**src/rtl/fc_neuron_sequencer.sv**
```systemverilog
// Sequencer for one fully-connected neuron on the 2-lane fixed-point ALU.
// Streams x/w chunk pairs from memory and feeds each partial sum back through the ALU bias port.
module fc_neuron_sequencer #(
   parameter int SIZE      = 16,
   parameter int PRECISION = 11,
   parameter int INPUT_SZ  = 2,
   parameter int CNT_W     = 9,
   parameter int ADDR_W    = 7
) (
   input  logic              clk,
   input  logic              clear,
   input  logic              start,
   input  logic [CNT_W-1:0]  num_inputs,
   input  logic [SIZE-1:0]   bias,
   output logic              rd_en,
   output logic [ADDR_W-1:0] rd_addr,
   input  logic [SIZE-1:0]   x_rdata0,
   input  logic [SIZE-1:0]   x_rdata1,
   input  logic [SIZE-1:0]   w_rdata0,
   input  logic [SIZE-1:0]   w_rdata1,
   output logic [SIZE-1:0]   alu_values0,
   output logic [SIZE-1:0]   alu_values1,
   output logic [SIZE-1:0]   alu_single,
   output logic [1:0]        alu_load_enable,
   output logic              alu_clear,
   input  logic [SIZE-1:0]   alu_value,
   output logic              busy,
   output logic              done,
   output logic [SIZE-1:0]   result
);

   localparam logic [1:0] LOAD_VALUES       = 2'd0;
   localparam logic [1:0] LOAD_BIAS_WEIGHTS = 2'd1;
   localparam logic [1:0] LOAD_UD           = 2'd2;

   typedef enum logic [2:0] {
      IDLE,
      CLR,
      FETCH,
      LD_VAL,
      LD_WB,
      CAPTURE,
      DONE
   } state_t;

   generate
      if (INPUT_SZ != 2 || PRECISION >= SIZE) begin : g_param_check
         $error("fc_neuron_sequencer: unsupported INPUT_SZ/PRECISION combination");
      end
   endgenerate

   state_t            state;
   logic [CNT_W-1:0]  n_lat;
   logic [CNT_W-1:0]  nchunks;
   logic [CNT_W-1:0]  k;
   logic [SIZE-1:0]   bias_lat;
   logic [SIZE-1:0]   acc;
   logic [SIZE-1:0]   w_reg0;
   logic [SIZE-1:0]   w_reg1;
   logic              acc_pending;
   logic              odd_tail;

   // The spare lane of the final chunk of an odd-length vector must contribute nothing.
   assign odd_tail = n_lat[0] && ((k + CNT_W'(1)) == nchunks);

   // The ALU result lands on the edge that leaves CAPTURE, so it is folded into acc
   // one cycle later (acc_pending), in time for the next chunk's LD_WB or for DONE.
   always_ff @(posedge clk or posedge clear) begin
      if (clear) begin
         state           <= IDLE;
         busy            <= 1'b0;
         done            <= 1'b0;
         result          <= '0;
         rd_en           <= 1'b0;
         rd_addr         <= '0;
         alu_load_enable <= LOAD_UD;
         alu_values0     <= '0;
         alu_values1     <= '0;
         alu_single      <= '0;
         alu_clear       <= 1'b1;
         acc             <= '0;
         acc_pending     <= 1'b0;
         n_lat           <= '0;
         nchunks         <= '0;
         k               <= '0;
         bias_lat        <= '0;
         w_reg0          <= '0;
         w_reg1          <= '0;
      end else begin
         done            <= 1'b0;
         rd_en           <= 1'b0;
         alu_clear       <= 1'b0;
         alu_load_enable <= LOAD_UD;
         if (acc_pending) begin
            acc         <= alu_value;
            acc_pending <= 1'b0;
         end
         case (state)
            IDLE: begin
               if (start) begin
                  n_lat     <= num_inputs;
                  bias_lat  <= bias;
                  k         <= '0;
                  nchunks   <= CNT_W'(({1'b0, num_inputs} + (CNT_W+1)'(INPUT_SZ - 1))
                                      / (CNT_W+1)'(INPUT_SZ));
                  alu_clear <= 1'b1;
                  busy      <= 1'b1;
                  state     <= CLR;
               end
            end
            CLR: begin
               if (n_lat == '0) begin
                  acc   <= bias_lat;
                  state <= DONE;
               end else begin
                  rd_en   <= 1'b1;
                  rd_addr <= ADDR_W'(k);
                  state   <= FETCH;
               end
            end
            FETCH: begin
               state <= LD_VAL;
            end
            LD_VAL: begin
               alu_values0     <= x_rdata0;
               alu_values1     <= odd_tail ? '0 : x_rdata1;
               w_reg0          <= w_rdata0;
               w_reg1          <= odd_tail ? '0 : w_rdata1;
               alu_load_enable <= LOAD_VALUES;
               state           <= LD_WB;
            end
            LD_WB: begin
               alu_values0     <= w_reg0;
               alu_values1     <= w_reg1;
               alu_single      <= (k == '0) ? bias_lat : acc;
               alu_load_enable <= LOAD_BIAS_WEIGHTS;
               state           <= CAPTURE;
            end
            CAPTURE: begin
               k           <= k + CNT_W'(1);
               acc_pending <= 1'b1;
               if ((k + CNT_W'(1)) < nchunks) begin
                  rd_en   <= 1'b1;
                  rd_addr <= ADDR_W'(k + CNT_W'(1));
                  state   <= FETCH;
               end else begin
                  state <= DONE;
               end
            end
            DONE: begin
               result <= acc_pending ? alu_value : acc;
               done   <= 1'b1;
               busy   <= 1'b0;
               state  <= IDLE;
            end
            default: begin
               state <= IDLE;
            end
         endcase
      end
   end

endmodule
```
**config.mk**
```make
export PLATFORM = sky130hd
export DESIGN_NAME = fc_neuron_sequencer
export DESIGN_NICKNAME = d
export VERILOG_FILES = /design/src/rtl/fc_neuron_sequencer.sv
export SDC_FILE = /design/constraint.sdc
export NUM_CORES = 1
export LEC_CHECK = 0
export ABC_AREA = 1
export CORE_MARGIN = 3
export CORE_UTILIZATION = 25
export DETAILED_ROUTE_END_ITERATION = 12
export GPL_TIMING_DRIVEN = 1
export MAX_ROUTING_LAYER = met4
export PLACE_DENSITY_LB_ADDON = 0.08
export REMOVE_ABC_BUFFERS = 1
export SYNTH_ARGS = -nofsm -noshare
export SYNTH_HDL_FRONTEND = slang
export SYNTH_SLANG_ARGS = --single-unit
```
**constraint.sdc**
```tcl
create_clock -name clk -period 17.1 [get_ports clk]
set_input_delay 4.275 -clock clk [delete_from_list [all_inputs] [get_ports clk]]
set_output_delay 4.275 -clock clk [all_outputs]
set_load 0.05 [all_outputs]
```
== After elaboration in Yosys (flattened, before gate mapping) ==
Index checks and enable logic that the tools add are counted.

* Register bits: 172
* Bits in latches: 0
* Bits in writable memories: 0
* Memory bits (read-only): 0
* Input bits: 108
* Word-level logic and storage cells: 71
* Memories: 0

* Add/subtract/negate cells: 2
* $mul: 0
* Div/mod/pow operators: 0
* $lt $le $gt $ge: 1
* Eq/ne operators: 10
* Shifts and indexed selects: 0
* Multiplexer cells: 27
* Bitwise logic cells: 0
* Reduce and logical (&&, ||, !) cells: 12

{| class="wikitable"
|+ Operator list
! cell !! number
|-
| $mux 16 || 6
|-
| $pmux 16 s2 || 2
|-
| $logic_not 9->1 || 2
|-
| $pmux 3 s6 || 1
|-
| $pmux 9 s2 || 1
|-
| $mux 7 || 2
|-
| $pmux 7 s2 || 1
|-
| $add 9x1->10 const B || 1
|-
| $add 9x1->9 const B || 1
|-
| $eq 3x3->1 const B || 3
|-
| $eq 9x9->1 || 1
|-
| $lt 9x9->1 || 1
|-
| $mux 3 || 3
|-
| $mux 9 || 1
|-
| $reduce_bool 2->1 || 4
|-
| $mux 1 || 7
|-
| $eq 3x2->1 const B || 2
|-
| $ne 2x2->1 const B || 3
|-
| $reduce_and 2->1 || 3
|-
| $pmux 1 s2 || 2
|-
| $pmux 2 s2 || 1
|-
| $eq 3x1->1 const B || 1
|-
| $logic_not 3->1 || 1
|-
| $reduce_and 3->1 || 1
|-
| $logic_and 1x1->1 || 1
|}

== Logic depth before layout (Yosys ltp) ==
Gate-level depths: netlist of the first run.

* Depth in word-level cells: 5
* Mapped depth: 16
* Depth with buffers taken out: 16

== Worst setup path after synthesis of the first run ==
OpenSTA, ideal clock, no wires.

* Kind: input-to-reg
* Start: in num_inputs[0]
* End: reg nchunks[7]
* Library setup time: 121 ps
* Arrival: 4,974 ps
* Data required time: 16,979 ps
* Slack: 12,006 ps
* Cell stages on the path: 8
* Buffers on the path: 0
* Cells stage by stage: ha_1 nand3_1 nor2_1 inv_1 nor2_1 nand4_1 nand2_1 o21ai_1

* Cells in the longest elaborated chain, start to end: 1

{| class="wikitable"
|+ RTL lines
! item !! RTL line !! text
|-
| from (decl) || 13 || <nowiki>input logic [CNT_W-1:0] num_inputs,</nowiki>
|-
| $add 9x1->10 || 104 || <nowiki>nchunks <= CNT_W'(({1'b0, num_inputs} + (CNT_W+1)'(INPUT_SZ - 1))</nowiki>
|-
| to (signal assigned) || 104 ||
|-
| to (decl) || 54 || <nowiki>logic [CNT_W-1:0] nchunks;</nowiki>
|}

No other way between the ends.
A chain may end at the register's enable or synchronous reset.

== Worst setup path in the final report of the first run ==
* Start: reg alu_clear
* End: out alu_clear

{| class="wikitable"
|+ RTL lines
! item !! RTL line !! text
|-
| from (decl) || 25 || <nowiki>output logic alu_clear,</nowiki>
|-
| from (signal assigned) || 80 || <nowiki>alu_clear <= 1'b1;</nowiki>
|-
| from (signal assigned) || 92 || <nowiki>alu_clear <= 1'b0;</nowiki>
|-
| from (signal assigned) || 106 || <nowiki>alu_clear <= 1'b1;</nowiki>
|}

No word-level cell between the ends.

==> out/qor.txt, run 1 <==
via/cell ratio: 4.33
Hold Path Cell Cnt: 2
ratio of cells with drive above 1 in the final layout: 6.59%
Buffers & Inverters on Critical Path: 1
Nets: 1201
Cell Area, Synth: 7760 um2
Layout area overhead: 35.3%
# rows: 63
Netlist cell types: 26
top-count cell post-synth: nand2_1
total gr overflow: 0
R2R setup slack: 14300 ps
vias: 6415
minimum clock period: 6030 ps
Initial DRC Count: 376
PortBufs: 184
Pleak: 4.80 nW
clk sinks: 172
RSZ-0062 raised after global routing: no
ys flop type: dfrtp_1
core area: 30100 um2
cells on worst reg2reg path: 12
final worst slack: 11070 ps
Layout Utilization: 34.9%
startpoint type of the worst setup path: flip-flop
largest net degree at the start of global routing: 76
num ports: 185
reg2reg start: k[0]
hold buffers post-CTS: 0
final setup fails: 0
skew final: 20.4 ps
Worst-Skew Late Latency: 440 ps
cell family with most CP delay: buffers and inverters
Filler Cell Count: 3178
drt wl/cell: 16.0 um
total wire length: 23700 um
Critical Path AT: 1760 ps
Die Ht: 182 um
synthesized flop and latch total: 172
antenna cells: 0
htree depth: 4
fraction of registers with async set/reset: 100%
Crit-path slowest cell: clkdlybuf4s50_1
die area: 33200 um2
Final Wtd Congestion: 0.756
worst hold start: w_reg0[0]
worst-path cell chain: clkdlybuf4s50_1
Mapped Cells: 911
outcome: finished clean
Slew HR: 25.6%
Syn Area/Cell: 8.52 um2
total setup buffers inserted after CTS: 0
max-cap viol count: 0
register area share after synthesis: 55.5%
Final Hold Fails: 0
fin crit share: 35.3%
crit-path max FO: 1
TritonCTS clock tree: yes
EDFF count, synth: 0
Worst Path Required: 12820 ps
most frequent cells after synthesis: 272 x nand2_1, 170 x dfrtp_1, 93 x o21ai_0, 88 x inv_1, 69 x nor2_1
Post-DRT Antenna Nets: 0
reg2reg end: rd_addr[0]
Synth area leaders: dfrtp_1 55%, nand2_1 13%, o21ai_0 6.0%
setup TNS: 0 ps
f_max: 0.166 GHz
post-synth top area share: 54.8%
overall power: 2.17 mW
min-delay worst type: flip-flop to flip-flop
clk buf depth: 2
first-pass GRT wire length: 36700 um
initial antenna violation count: 0
Worst Setup End Kind: output pin
vias in the first global route: 6346
Cell Pwr Density: 206 nW/um2
Crit Path Category: flip-flop to output pin
Clk pin slew, worst setup/hold paths: 80 ps
max incr delay on CP: 790 ps
DRC viols: 0
hold endpoint: w_reg0[0]
CP Launch Point: alu_clear
Tot GR Track Use: 14.6%
IR Drop Worst-Case VDD: 0.112 mV
1st-pass router iterations: 5
leading area contributor after synthesis: dfrtp_1
hpwl dp: 15900 um
Clock Root Buffer: clkbuf_16
CTS Buf Count: 17
Initial Utilization: 25.8%
Synth Warn #: 0
Chip Width: 182 um
worst slew pin tran: 1120 ps
Max Slew Vio Count: 0
Place WS: 10660 ps
post-cts sizing count: 0
[flip-flops by register name (all words and copies together) (netlist names)]
signal	flops
acc	16
alu_single	16
alu_values0	16
alu_values1	16
bias_lat	16
result	16
w_reg0	16
w_reg1	16
k	9
n_lat	9
nchunks	9
rd_addr	7
state	3
alu_load_enable	2
acc_pending	1
alu_clear	1
busy	1
done	1
rd_en	1
[area by class of cell]
| class | instances | area (um2) | area share (%) |
|---|---|---|---|
| repair buffers | 191 | 1890 | 18.0 |
| clock inverters | 13 | 129 | 1.23 |
| well taps | 390 | 488 | 4.65 |
| multi-input cells | 607 | 2900 | 27.6 |
| clock buffers | 19 | 433 | 4.12 |
| flip-flops and latches | 172 | 4310 | 41.0 |
| inverters | 91 | 347 | 3.30 |
[how the worst max path moves through the flow]
| stage | cells after the start | end |
|---|---|---|
| 5_1_grt | 7 | nchunks[6] |
| 3_3_place_gp | 7 | nchunks[5] |
| 4_1_cts | 1 | alu_clear |
| 3_5_place_dp | 7 | nchunks[8] |
| 6_report | 1 | alu_clear |
| 2_1_floorplan | 1 | acc[0] |
[power by group]
| group | internal [mW] | total [mW] | switching [mW] | leakage (nW) |
|---|---|---|---|---|
| Combinational | 0.357 | 1.09 | 0.730 | 2.42 |
| Clock | 0.193 | 0.376 | 0.183 | 0.262 |
| Sequential | 0.600 | 0.703 | 0.104 | 2.12 |
[cell families (layout without fill, tap and decap cells)]
family	Yosys count	count (layout)	synth area share (%)
flip-flops	172	172	55.5
AND/OR/NAND/NOR	457	457	24.8
AO/OA/AOI/OAI	119	119	8.01
buffers and inverters	132	314	7.09
multiplexers	16	16	2.32
adder cells (fa/ha/maj)	13	13	2.10
XOR/XNOR	2	2	0.226
[stage by stage]
step / hold WS [ps] / std cells / area, um2
floorplan: 443 / 870 / 7550
global placement: 455 / 1451 / 9940
detailed placement: 459 / 1451 / 9940
CTS: 478 / 1483 / 10500
global route: 487 / 1483 / 10500
finish: 475 / 1483 / 10500
[routing by layer]
layer | up-vias | wire [um] | global-route usage, %
li1 | 3256 | - | -
met1 | 3025 | 11600 | 19.8
met2 | 130 | 11200 | 22.9
met3 | 4 | 839 | 3.05
met4 | 0 | 78 | 2.47
met5 | - | 0 | -
[worst min-delay path: cells and delay by family, from the launching register on]
kind,cells,cell delay [ps]
flip-flops,1,340
AND/OR/NAND/NOR,2,100
[cells in the final DEF (no fill, tap or decap), types with 3 or more instances in the layout]
master	instances
nand2_1	272
clkdlybuf4s50_1	184
dfrtp_1	170
o21ai_0	93
inv_1	87
nor2_1	69
nand3_1	66
nor3_1	33
clkbuf_16	17
mux2_2	16
ha_1	13
o21ai_1	11
o211ai_1	9
buf_4	7
inv_8	5
nand4_1	4
nor2_4	4
a21oi_1	4
clkinvlp_4	4
inv_2	3
clkinv_4	3
nor3_2	3
No activity file was read; power rests on OpenSTA's default activity.
==> run 2, diff against run 1 <==
==> constraint.sdc (replaced) <==
create_clock -name clk -period 5.25 [get_ports clk]
set_input_delay 1.3125 -clock clk [delete_from_list [all_inputs] [get_ports clk]]
set_output_delay 1.3125 -clock clk [all_outputs]
set_load 0.05 [all_outputs]
==> out/qor.txt, run 2 (synthesis gave the netlist of run 1 again) <==
worst slew pin tran: 928 ps
Pleak: 4.82 nW
via/cell ratio: 4.33
vias in the first global route: 6446
total gr overflow: 0
1st-pass router iterations: 4
htree depth: 4
cell family with most CP delay: buffers and inverters
f_max: 0.326 GHz
outcome: finished clean
Filler Cell Count: 3203
R2R setup slack: 2510 ps
post-cts sizing count: 0
TritonCTS clock tree: yes
worst hold start: w_reg0[7]
Nets: 1202
Critical Path AT: 1750 ps
min-delay worst type: flip-flop to flip-flop
hpwl dp: 15800 um
reg2reg start: k[0]
startpoint type of the worst setup path: flip-flop
CP Launch Point: alu_clear
ratio of cells with drive above 1 in the final layout: 6.76%
cells on worst reg2reg path: 12
Chip Width: 182 um
overall power: 7.06 mW
Cell Pwr Density: 671 nW/um2
vias: 6429
hold_ws: 474 ps
die area: 33200 um2
# rows: 63
Final Wtd Congestion: 0.768
crit-path max FO: 1
Layout area overhead: 35.6%
commonest cells after routing, fill and taps aside: 272 x nand2_1, 184 x clkdlybuf4s50_1, 170 x dfrtp_1
hold buffers post-CTS: 0
Crit Path Category: flip-flop to output pin
Die Ht: 182 um
Post-DRT Antenna Nets: 0
final worst slack: 2180 ps
Tot GR Track Use: 14.7%
Final Hold Fails: 0
fin crit share: 58.4%
skew final: 22.9 ps
Buffers & Inverters on Critical Path: 1
Cells after DPL: 1452
Area after DPL: 9960 um2
PortBufs: 184
total setup buffers inserted after CTS: 0
core area: 30100 um2
commonest non-fill, non-tap cell in the layout: nand2_1
reg2reg end: rd_addr[3]
RSZ-0062 raised after global routing: no
Hold Path Cell Cnt: 2
Initial Utilization: 25.8%
Worst-Skew Late Latency: 430 ps
Clock Root Buffer: clkbuf_16
max incr delay on CP: 790 ps
initial antenna violation count: 0
Cell Count, Final, Fillers Out: 1485
first-pass GRT wire length: 37600 um
Clk pin slew, worst setup/hold paths: 80 ps
CTS Buf Count: 17
DRC viols: 0
worst-path cell chain: clkdlybuf4s50_1
Place WS: 1770 ps
final setup fails: 0
final instance area: 10500 um2
Worst Setup End Kind: output pin
clk buf depth: 2
Worst Path Required: 3940 ps
num ports: 185
hold endpoint: w_reg0[7]
Initial DRC Count: 395
Slew HR: 38.0%
largest net degree at the start of global routing: 83
clk sinks: 172
Layout Utilization: 34.9%
IR Drop Worst-Case VDD: 0.309 mV
Max Slew Vio Count: 0
total wire length: 23600 um
max-cap viol count: 0
drt wl/cell: 15.9 um
minimum clock period: 3070 ps
setup TNS: 0 ps
Crit-path slowest cell: clkdlybuf4s50_1
-- run 2: layout make-up --
class | count | area, um2 | share of cell area, %
Clock buffer | 18 | 429 | 4.08
Multi-Input combinational cell | 607 | 2900 | 27.6
Clock inverter | 14 | 131 | 1.25
Antenna cell | 1 | 2.50 | 0.0238
Sequential cell | 172 | 4310 | 40.9
Tap cell | 390 | 488 | 4.64
Timing Repair Buffer | 192 | 1910 | 18.2
Inverter | 91 | 347 | 3.29
-- run 2: metal layers --
layer | up-vias | wire [um] | GRT usage (%) | part of all wire, %
met5 | - | 0 | - | 0
met4 | 0 | 68 | 2.74 | 0.29
met3 | 2 | 788 | 2.49 | 3.3
met2 | 112 | 11200 | 23.1 | 47
met1 | 3045 | 11500 | 20.4 | 49
li1 | 3270 | - | - | -
-- run 2: worst max-delay path by stage --
stage / cells after the start / endpoint / slack, ps
after floorplan: 1 / acc[0] / -720
after global placement: 7 / nchunks[5] / 1820
after detailed placement: 7 / nchunks[8] / 1770
after CTS: 1 / alu_clear / 2150
after global routing: 7 / nchunks[8] / 1960
final: 1 / alu_clear / 2180
-- run 2: worst reg2reg max path, cell delays in order, from the launching register on --
cell     delay [ps]
dfrtp_1         480
ha_1            280
nand2_1         110
nor2_1          220
nand2_1         110
xor2_1          200
ha_1            280
nand2_1          90
inv_1            40
a21oi_1         190
nand4_1         370
nand3_1         200
nand2_1          60
-- run 2: power by group --
group,total (mW),internal (mW),switching (mW)
Sequential,2.28,1.95,0.323
Combinational,3.55,1.17,2.39
Clock,1.23,0.629,0.597
Total,7.06,3.75,3.31
